## src/rtl/rob_retire_pkg.sv

```systemverilog
// Shared widths, FSM states and entry flags
// for the reorder buffer / retire unit.
package rob_retire_pkg;

  function automatic int a_width(input int n);
    return (n > 1) ? $clog2(n) : 1;
  endfunction

  function automatic int p_width(input int n);
    return (n > 1) ? $clog2(n) : 1;
  endfunction

  function automatic int t_width(input int n);
    return (n > 1) ? $clog2(n) : 1;
  endfunction

  typedef enum logic [1:0] {
    RUN  = 2'd0,
    RB   = 2'd1,
    WALK = 2'd2
  } rob_state_e;

  typedef struct packed {
    logic valid;
    logic done;
    logic mispred;
    logic has_rd;
  } rob_flags_t;

endpackage

```

## src/rtl/rob_entry_array.sv

```systemverilog
// ROB entry storage: alloc write, completion set,
// head read, tail-1 read and a single clear port.
module rob_entry_array
  import rob_retire_pkg::*;
#(
  parameter int N = 32,
  parameter int A = 5,
  parameter int P = 8,
  parameter int T = 5
) (
  input  logic         clk,
  input  logic         rst,
  input  logic         wr_en,
  input  logic [T-1:0] wr_idx,
  input  logic         wr_has_rd,
  input  logic [A-1:0] wr_arch,
  input  logic [P-1:0] wr_phys,
  input  logic [P-1:0] wr_oldphys,
  input  logic         set_en,
  input  logic [T-1:0] set_idx,
  input  logic         set_mispred,
  input  logic [T-1:0] hd_idx,
  output rob_flags_t   hd_flags,
  output logic [A-1:0] hd_arch,
  output logic [P-1:0] hd_phys,
  output logic [P-1:0] hd_oldphys,
  input  logic [T-1:0] tl_idx,
  output logic         tl_has_rd,
  output logic [P-1:0] tl_phys,
  input  logic         clr_en,
  input  logic [T-1:0] clr_idx
);

  rob_flags_t   flags   [N];
  logic [A-1:0] arch_q  [N];
  logic [P-1:0] phys_q  [N];
  logic [P-1:0] old_q   [N];

  // Flags: clear beats a late completion on the same slot.
  always_ff @(posedge clk or negedge rst) begin
    if (!rst) begin
      for (int i = 0; i < N; i++) flags[i] <= '0;
    end else begin
      if (set_en && flags[set_idx].valid) begin
        flags[set_idx].done    <= 1'b1;
        flags[set_idx].mispred <= set_mispred;
      end
      if (clr_en) flags[clr_idx] <= '0;
      if (wr_en)
        flags[wr_idx] <= '{1'b1, 1'b0, 1'b0, wr_has_rd};
    end
  end

  // Payload is only meaningful while the valid flag is set.
  always_ff @(posedge clk) begin
    if (wr_en) begin
      arch_q[wr_idx] <= wr_arch;
      phys_q[wr_idx] <= wr_phys;
      old_q[wr_idx]  <= wr_oldphys;
    end
  end

  assign hd_flags   = flags[hd_idx];
  assign hd_arch    = arch_q[hd_idx];
  assign hd_phys    = phys_q[hd_idx];
  assign hd_oldphys = old_q[hd_idx];
  assign tl_has_rd  = flags[tl_idx].has_rd;
  assign tl_phys    = phys_q[tl_idx];

endmodule

```

## src/rtl/rob_retire.sv

```systemverilog
// In-order ROB: allocate, out-of-order completion,
// in-order retire and post-mispredict walk-back.
module rob_retire
  import rob_retire_pkg::*;
#(
  parameter int ARCHFILE_SIZE = 32,
  parameter int PHYSFILE_SIZE = 256,
  parameter int ROB_SIZE      = 32,
  localparam int A = a_width(ARCHFILE_SIZE),
  localparam int P = p_width(PHYSFILE_SIZE),
  localparam int T = t_width(ROB_SIZE)
) (
  input  logic         clk,
  input  logic         rst,
  input  logic         alloc_valid,
  output logic         alloc_ready,
  input  logic         alloc_has_rd,
  input  logic [A-1:0] alloc_arch_wr,
  input  logic [P-1:0] alloc_phys,
  input  logic [P-1:0] alloc_oldphys,
  output logic [T-1:0] alloc_tag,
  input  logic         cmpl_valid,
  input  logic [T-1:0] cmpl_tag,
  input  logic         cmpl_mispredict,
  output logic         rob_update,
  output logic [A-1:0] arch_rob_update,
  output logic [P-1:0] arch_rob_nonspec_phys,
  output logic         rollback,
  output logic         free_valid,
  output logic [P-1:0] free_phys,
  output logic         rob_empty,
  output logic [T:0]   rob_count
);

  rob_state_e   state, state_nx;
  logic [T:0]   head, tail, tail_m1, count;
  logic         full, retire, walk_go;
  logic         alloc_fire, set_en, clr_en;
  logic [T-1:0] clr_idx;
  rob_flags_t   hd_flags;
  logic [A-1:0] hd_arch;
  logic [P-1:0] hd_phys, hd_oldphys, tl_phys;
  logic         tl_has_rd;

  assign count     = tail - head;
  assign tail_m1   = tail - (T+1)'(1);
  assign full      = (count == (T+1)'(ROB_SIZE));
  assign rob_count = count;
  assign rob_empty = (count == '0);
  assign alloc_tag = tail[T-1:0];

  rob_entry_array #(
    .N(ROB_SIZE), .A(A), .P(P), .T(T)
  ) u_arr (
    .clk         (clk),
    .rst         (rst),
    .wr_en       (alloc_fire),
    .wr_idx      (tail[T-1:0]),
    .wr_has_rd   (alloc_has_rd),
    .wr_arch     (alloc_arch_wr),
    .wr_phys     (alloc_phys),
    .wr_oldphys  (alloc_oldphys),
    .set_en      (set_en),
    .set_idx     (cmpl_tag),
    .set_mispred (cmpl_mispredict),
    .hd_idx      (head[T-1:0]),
    .hd_flags    (hd_flags),
    .hd_arch     (hd_arch),
    .hd_phys     (hd_phys),
    .hd_oldphys  (hd_oldphys),
    .tl_idx      (tail_m1[T-1:0]),
    .tl_has_rd   (tl_has_rd),
    .tl_phys     (tl_phys),
    .clr_en      (clr_en),
    .clr_idx     (clr_idx)
  );

  // State register.
  always_ff @(posedge clk or negedge rst) begin
    if (!rst) state <= RUN;
    else      state <= state_nx;
  end

  // Next state: a walk ends on its last squashed entry.
  always_comb begin
    state_nx = state;
    unique case (state)
      RUN:  if (retire && hd_flags.mispred) state_nx = RB;
      RB:   state_nx = WALK;
      WALK: if (tail == head || tail_m1 == head)
              state_nx = RUN;
      default: state_nx = RUN;
    endcase
  end

  // Per-state control decode.
  always_comb begin
    alloc_ready = 1'b0;
    retire      = 1'b0;
    walk_go     = 1'b0;
    set_en      = 1'b0;
    if (state == RUN) begin
      alloc_ready = !full;
      retire      = hd_flags.valid & hd_flags.done;
      set_en      = cmpl_valid;
    end
    if (state == WALK) walk_go = (tail != head);
    alloc_fire = alloc_valid & alloc_ready;
    clr_en     = retire | walk_go;
    clr_idx    = retire ? head[T-1:0] : tail_m1[T-1:0];
  end

  // Head advances on retire; tail on alloc or walk-back.
  always_ff @(posedge clk or negedge rst) begin
    if (!rst) begin
      head <= '0;
      tail <= '0;
    end else begin
      if (retire) head <= head + (T+1)'(1);
      if (walk_go)         tail <= tail_m1;
      else if (alloc_fire) tail <= tail + (T+1)'(1);
    end
  end

  // Registered commit, rollback and free strobes.
  always_ff @(posedge clk or negedge rst) begin
    if (!rst) begin
      rob_update            <= 1'b0;
      arch_rob_update       <= '0;
      arch_rob_nonspec_phys <= '0;
      rollback              <= 1'b0;
      free_valid            <= 1'b0;
      free_phys             <= '0;
    end else begin
      rob_update            <= retire & hd_flags.has_rd;
      arch_rob_update       <= retire ? hd_arch : '0;
      arch_rob_nonspec_phys <= retire ? hd_phys : '0;
      rollback              <= (state == RB);
      free_valid            <= (retire & hd_flags.has_rd)
                             | (walk_go & tl_has_rd);
      free_phys             <= retire  ? hd_oldphys :
                               walk_go ? tl_phys    : '0;
    end
  end

endmodule

```

## config.mk

```make
export PLATFORM = sky130hd
export DESIGN_NAME = rob_retire
export DESIGN_NICKNAME = d
export VERILOG_FILES = /design/src/rtl/rob_retire_pkg.sv /design/src/rtl/rob_entry_array.sv /design/src/rtl/rob_retire.sv
export SDC_FILE = /design/constraint.sdc
export NUM_CORES = 1
export LEC_CHECK = 0
export ABC_AREA = 1
export CAP_MARGIN = 20
export CORE_MARGIN = 3
export CORE_UTILIZATION = 30
export DETAILED_ROUTE_END_ITERATION = 8
export GPL_ROUTABILITY_DRIVEN = 0
export PLACE_DENSITY = 0.42
export SYNTH_ARGS = -nofsm -noshare
export SYNTH_HDL_FRONTEND = slang
export SYNTH_HIERARCHICAL = 1
export SYNTH_SLANG_ARGS = --single-unit
```

## constraint.sdc

```tcl
create_clock -name clk -period 4.3 [get_ports clk]
set_input_delay 0.43 -clock clk [delete_from_list [all_inputs] [get_ports clk]]
set_output_delay 0.43 -clock clk [all_outputs]
set_load 0.005 [all_outputs]
```

Word level (Yosys, flattened, before mapping)
Memory sizes are Yosys's and may differ from the RTL's. Cells that the tools add are included.

Flip-flop bits (word level): 166. Bits in latches: 0. Bits in writable memories: 672. ROM bits: 0. Input bits: 32. Output and inout port bits: 37. Word-level logic and storage cells: 223. Memories: 3.

Memories: u_arr.old_q (depth 32, bits a word 8, read ports 1, clocked after Yosys merged registers in 0, write ports 1, line rob_entry_array.sv:37) `logic [P-1:0] old_q [N];`; u_arr.phys_q (depth 32, bits a word 8, read ports 2, clocked after Yosys merged registers in 0, write ports 1, line rob_entry_array.sv:36) `logic [P-1:0] phys_q [N];`; u_arr.arch_q (depth 32, bits a word 5, read ports 1, clocked after Yosys merged registers in 0, write ports 1, line rob_entry_array.sv:35) `logic [A-1:0] arch_q [N];`.

Add/sub/neg operators: 4. $mul: 0. Divide/modulo/power cells: 0. $lt $le $gt $ge: 8. Equal/unequal tests: 8. Shifts and indexed selects: 0. Muxes and demuxes: 39. Bitwise gates (word level): 13. Reduce and logical (&&, ||, !) cells: 11.

Operator list (number): bitwise mux 128 bit (3); 2-to-1 mux 128 bit (3); AND 128 bit (1); NOT 128 bit (1); demux 4 bit (select 5 bit) (4); binary-select mux 4 bit (select 5 bit) (3); >= comparator 6 bit, second input constant (5); NOT 5 -> 6 bit (5); 2-to-1 mux 4 bit (6); 2-to-1 mux 8 bit (3); less-than comparator 6 x 1 -> 1 bit, second input constant (3); adder 6 x 1 -> 6 bit, second input constant (2); equality test 6 bit (2); 2-to-1 mux 6 bit (2); 2-to-1 mux 5 bit (2); 2-to-1 mux 1 bit (8); equality test 6 bit, second input constant (1); zero test 6 bit (1); 2-to-1 mux 2 bit (3); != test 6 bit (1); case mux 2 bit (3 select lines) (1); subtractor 6 x 1 -> 6 bit, second input constant (1); subtractor 6 bit (1); logical AND 1 bit (5); 11 further kinds (16).

Logic depth before layout (Yosys ltp)
Word-level depth: 17. Gate-level depth with buffers: 23. Gate-level depth less buffers: 18.

Modules after synthesis
The synthesis kept the hierarchy.

By module, submodules not included: rob_entry_array (instances 1, cells each 3557, area an instance 36511.3 sq um, seq. area each 23382.4 sq um); rob_retire (instances 1, cells each 253, area an instance 2158.3 sq um, seq. area each 950.9 sq um).

Least setup slack after synthesis
OpenSTA, ideal clock, no wires.

Path kind: register -> register. Start point: register tail[0]. End point: register u_arr/flags[124] (netlist bit). Setup time: 0.134 ns. Arrival: 3.674 ns. Data required time: 4.166 ns. Slack: 0.492 ns. Cell stages (with the launch flop): 20. Path buffers: 1. Cells stage by stage: dfrtp_1 -> inv_1 -> ha_1 -> fa_1 -> inv_1 -> nand2_1 -> nand2_1 -> nand3_1 -> nand3_1 -> nor2_2 -> nand2_4 -> nand3_4 -> inv_1 -> clkbuf_1 -> nor3b_1 -> inv_1 -> nor2_1 -> nor2_1 -> nand2_1 -> o21ai_0.

Cells in the longest elaborated chain, start to end: 12.

Ends and longest elaborated chain: start, declared (line rob_retire.sv:36) `logic [T:0] head, tail, tail_m1, count;`; start signal, assigned (line rob_retire.sv:120) `if (walk_go) tail <= tail_m1;`; start signal, assigned (line rob_retire.sv:121) `else if (alloc_fire) tail <= tail + (T+1)'(1);`; subtractor 6 x 1 -> 6 bit (*) (line rob_retire.sv:46) `assign tail_m1 = tail - (T+1)'(1);`; named net tail_m1[0] (line rob_retire.sv:36); 2-to-1 mux 5 bit (*) (line rob_retire.sv:110) `clr_idx = retire ? head[T-1:0] : tail_m1[T-1:0];`; NOT 5 -> 6 bit (implied by the code) (*) (line rob_entry_array.sv:48) `if (clr_en) flags[clr_idx] <= '0;`; >= comparator 6 bit (implied by the code) or less-than comparator 6 x 1 -> 1 bit (tied branches) (line rob_entry_array.sv:48); logical AND 1 bit (implied by the code) (line rob_entry_array.sv:48); 2-to-1 mux 4 bit (implied by the code) (line rob_entry_array.sv:48); demux 4 bit (select 5 bit) (*) (line rob_entry_array.sv:48); NOT 128 bit (no line) (*); AND 128 bit (no line) (*); 2-to-1 mux 128 bit (*) (line rob_entry_array.sv:48); bitwise mux 128 bit (line rob_entry_array.sv:50) `flags[wr_idx] <= '{1'b1, 1'b0, 1'b0, wr_has_rd};`; 2-to-1 mux 128 bit (*) (line rob_entry_array.sv:49) `if (wr_en)`; end signal, assigned by index (line rob_entry_array.sv:50); end, declared (line rob_entry_array.sv:34) `rob_flags_t flags [N];`.

The timed path passes the listed nets; every way through them passes the cells marked *. A chain may end at the register's enable or synchronous reset.

==> flow_metrics.tcl <==
set metrics [dict create \
    fin_skew_ps 15.3 \
    synth_fp_nets 3851 \
    maxSlewHeadroom_pct 28.7 \
    synthMuxAreaShare_pct 0 \
    path_class "flop to flop" \
    insertion_delay_ps 670 \
    start_kind "flop" \
    p_int_mw 18.9 \
    synth_top_family_by_area "compound AO/OA/AOI/OAI gates" \
    cts_sinks 838 \
    ir_drop_mv 0.516 \
    netlist_area_um2 38700 \
    synthAdderAreaFrac_pct 0.311 \
    worstPathMaxFanout 69 \
    tns_ps 0 \
    fin_cells 5590 \
    critPathArrivalTime_ps 4430 \
    finalHoldViolations 0 \
    fin_util_pct 35.3 \
    timing.rr.start "head[0]" \
    seq_area_frac_synth_pct 62.9 \
    post-place-ws_ps 400 \
    final_area_um2 45100 \
    synth_top_flop_cell "edfxtp_1" \
    cts_made_buffers 99 \
    ant_nets 0 \
    die_h_um 365 \
    required_ps 4850 \
    fin_crit_ps 3880 \
    grt_pass1_wl_um 207000 \
    synth.avg_cell_area_um2 10.1 \
    portBuffers 68 \
    cp-endpoint "u_arr/flags[6]" \
    routed-via-count 29900 \
    die_area_um2 133000 \
    post-cts-setup-buffer-count 0 \
    fin_crit_sh_pct 90.2 \
    initial_core_util_pct 30.2 \
    comb_power_share_pct 44.7 \
    leakage_nw 16.3 \
    hpwl_um 81900 \
    fmax_ghz 0.258 \
    totalPowerFinal_mw 33.6 \
    power_density_nw_per_um2 746 \
    wire_per_inst_um 25.5 \
    synth_compound_area_share_pct 15.7 \
    drt_drc_violations_left 0 \
    ios 69 \
    synthDistinctLibCells 44 \
    hold_class "input pin to asynchronous set/reset pin" \
    slew_viol_final 0 \
    routed_wl_um 143000 \
    fp.dieW_um 365 \
    synth_xor_area_share_pct 0.401 \
    p_clk_share_pct 24.9 \
    cts_buffer_depth 3 \
    async_flop_share_pct 19.8 \
    status "completed" \
    vias_per_cell 5.36 \
    synthSimpleGateAreaFrac_pct 15.0 \
    synth_warnings 6 \
    rows 131 \
    r2r_end "u_arr/flags[6]" \
    synth_edf_count 672 \
    yosys-top-cells-area "edfxtp_1 52%, dfrtp_1 11%, o21ai_0 8.5%, nor2_1 6.9%, nand2_1 4.1%" \
    grt_overflow 0 \
    core-area_um2 128000 \
    dpl_cell_area_um2 41800 \
    first_pass_iters 6 \
    tritoncts "built" \
    synth_common_cells "714 x nor2_1, 672 x edfxtp_1, 659 x o21ai_0" \
    yosys.area.top_type "edfxtp_1" \
    areaGrowthSynthToFinish_pct 16.7 \
    end_kind "flop" \
    syn_inst 3810 \
    ys_seq_elements 838 \
    rsz0062_at_grt "no" \
    synth.top_cell.area_share_pct 52.2 \
    dp.cells 5398 \
    first_global_vias 28900 \
    synth.most_common_cell "nor2_1" \
    reg2reg_slack_ps 420 \
    tightest_slew_ps 1070 \
    antenna_cells 0 \
    r2r_cells 17 \
    antenna_found_initial 2 \
    grt_usage_pct 21.1 \
    setup.worst_path.start "head[0]" \
    grt_max_degree 184 \
    hold_slack_ps 402 \
    drive_gt1_share_pct 9.60 \
    worst_slack_ps 421 \
    ctsHtreeMaxLevel 3 \
    p_seq_share_pct 30.4 \
    switching_share_pct 43.9 \
    nets 3885 \
    max-cap-violations 0 \
    path_clk_slew_ps 60 \
    drtIter0Drc 3029 \
    setup_viol 0 \
    root_buffer "clkbuf_16" \
    p_sw_mw 14.8 \
]
==> area by class of cell <==
class,count,area [um2]
tap,1662,2080
clock buffer,133,2760
sequential,838,24300
inverter,256,987
fill,12700,82700
multi-input combinational,2451,12200
timing repair buffer,198,2270
clock inverter,52,454
==> worst max-delay path: stages (launching register included) <==
cell and delay, ps:
dfrtp_4 520, clkinv_8 230, buf_4 220, a21oi_1 70, o21ai_0 240, nand3_1 120
nand2_1 90, nand2_1 90, nand2_1 140, nand3_2 300, o21ai_0 270, buf_4 170
inv_1 80, nor3_1 450, inv_1 270, nor2_1 180, nor2_1 130, a21boi_1 160
==> worst min-delay path by stage <==
stage / cells after the start / slack, ps / to
4_1_cts: 2 / 390 / u_arr/flags[121]
6_report: 2 / 400 / u_arr/flags[121]
5_1_grt: 1 / 410 / u_arr/phys_q[15][0]
3_5_place_dp: 2 / 490 / u_arr/flags[88]
3_3_place_gp: 2 / 490 / u_arr/flags[4]
2_1_floorplan: 0 / 130 / arch_rob_nonspec_phys[0]
==> registers in the layout, summed over array words and instances, names as in the netlist, 2 cells and up <==
signal	count
arch_rob_update	5
u_arr/arch_q	160
state	2
free_phys	8
u_arr/flags	128
arch_rob_nonspec_phys	8
head	6
tail	6
u_arr/old_q	256
u_arr/phys_q	256
==> cells by family (layout without fill, tap and decap cells) <==
kind of cell | Yosys count | count (layout)
flops | 838 | 838
simple gates | 1383 | 1383
compound gates | 1043 | 1043
buf+inv | 521 | 639
xor+xnor | 16 | 16
fa+ha+maj | 9 | 9
==> per-layer routing <==
metal	routed length, um	GRT usage [%]	vias to the layer above
met3	9490	3.36	228
met2	64500	33.3	1104
li1	-	-	13600
met1	65000	30.2	15000
met5	0	0	-
met4	3740	5.88	0
==> power groups by stage <==
| stage | clock, mW | sequential, mW | combinational (mW) |
|---|---|---|---|
| 2_1_floorplan | 0 | 10.2 | 9.11 |
| 3_3_place_gp | 0 | 10.4 | 15.0 |
| 3_5_place_dp | 0 | 10.4 | 14.9 |
| 4_1_cts | 8.60 | 10.2 | 15.0 |
| 5_1_grt | 8.94 | 10.3 | 16.5 |
| 6_report | 8.38 | 10.2 | 15.0 |
==> placed cells by master (no fill, tap or decap), drive strengths merged <==
master         instances
nand2                432
clkdlybuf4s50         67
ha                     8
a22o                   8
o22ai                 68
buf                  127
and2                   5
nand4                 33
nor3                  31
o221ai               177
edfxtp               672
a21oi                 72
clkinv                49
nor3b                  2
fa                     1
dlygate4sd3            1
xnor2                  2
nor4                   1
a31oi                  1
o211ai                 6
dfrtp                166
xor2                  14
nand3                158
or2                    1
nor2                 720
o21a                   2
clkbuf               136
inv                  252
bufinv                 7
a21boi                20
o21ai                689
==> what timing repair did <==
item                                   in CTS  in global routing
resized for setup                           0                  1
hold buffers                                1                  0
setup endpoints to repair                   0                  2
endpoints found under the hold margin      71                  0
No activity file was read; power rests on OpenSTA's default activity.
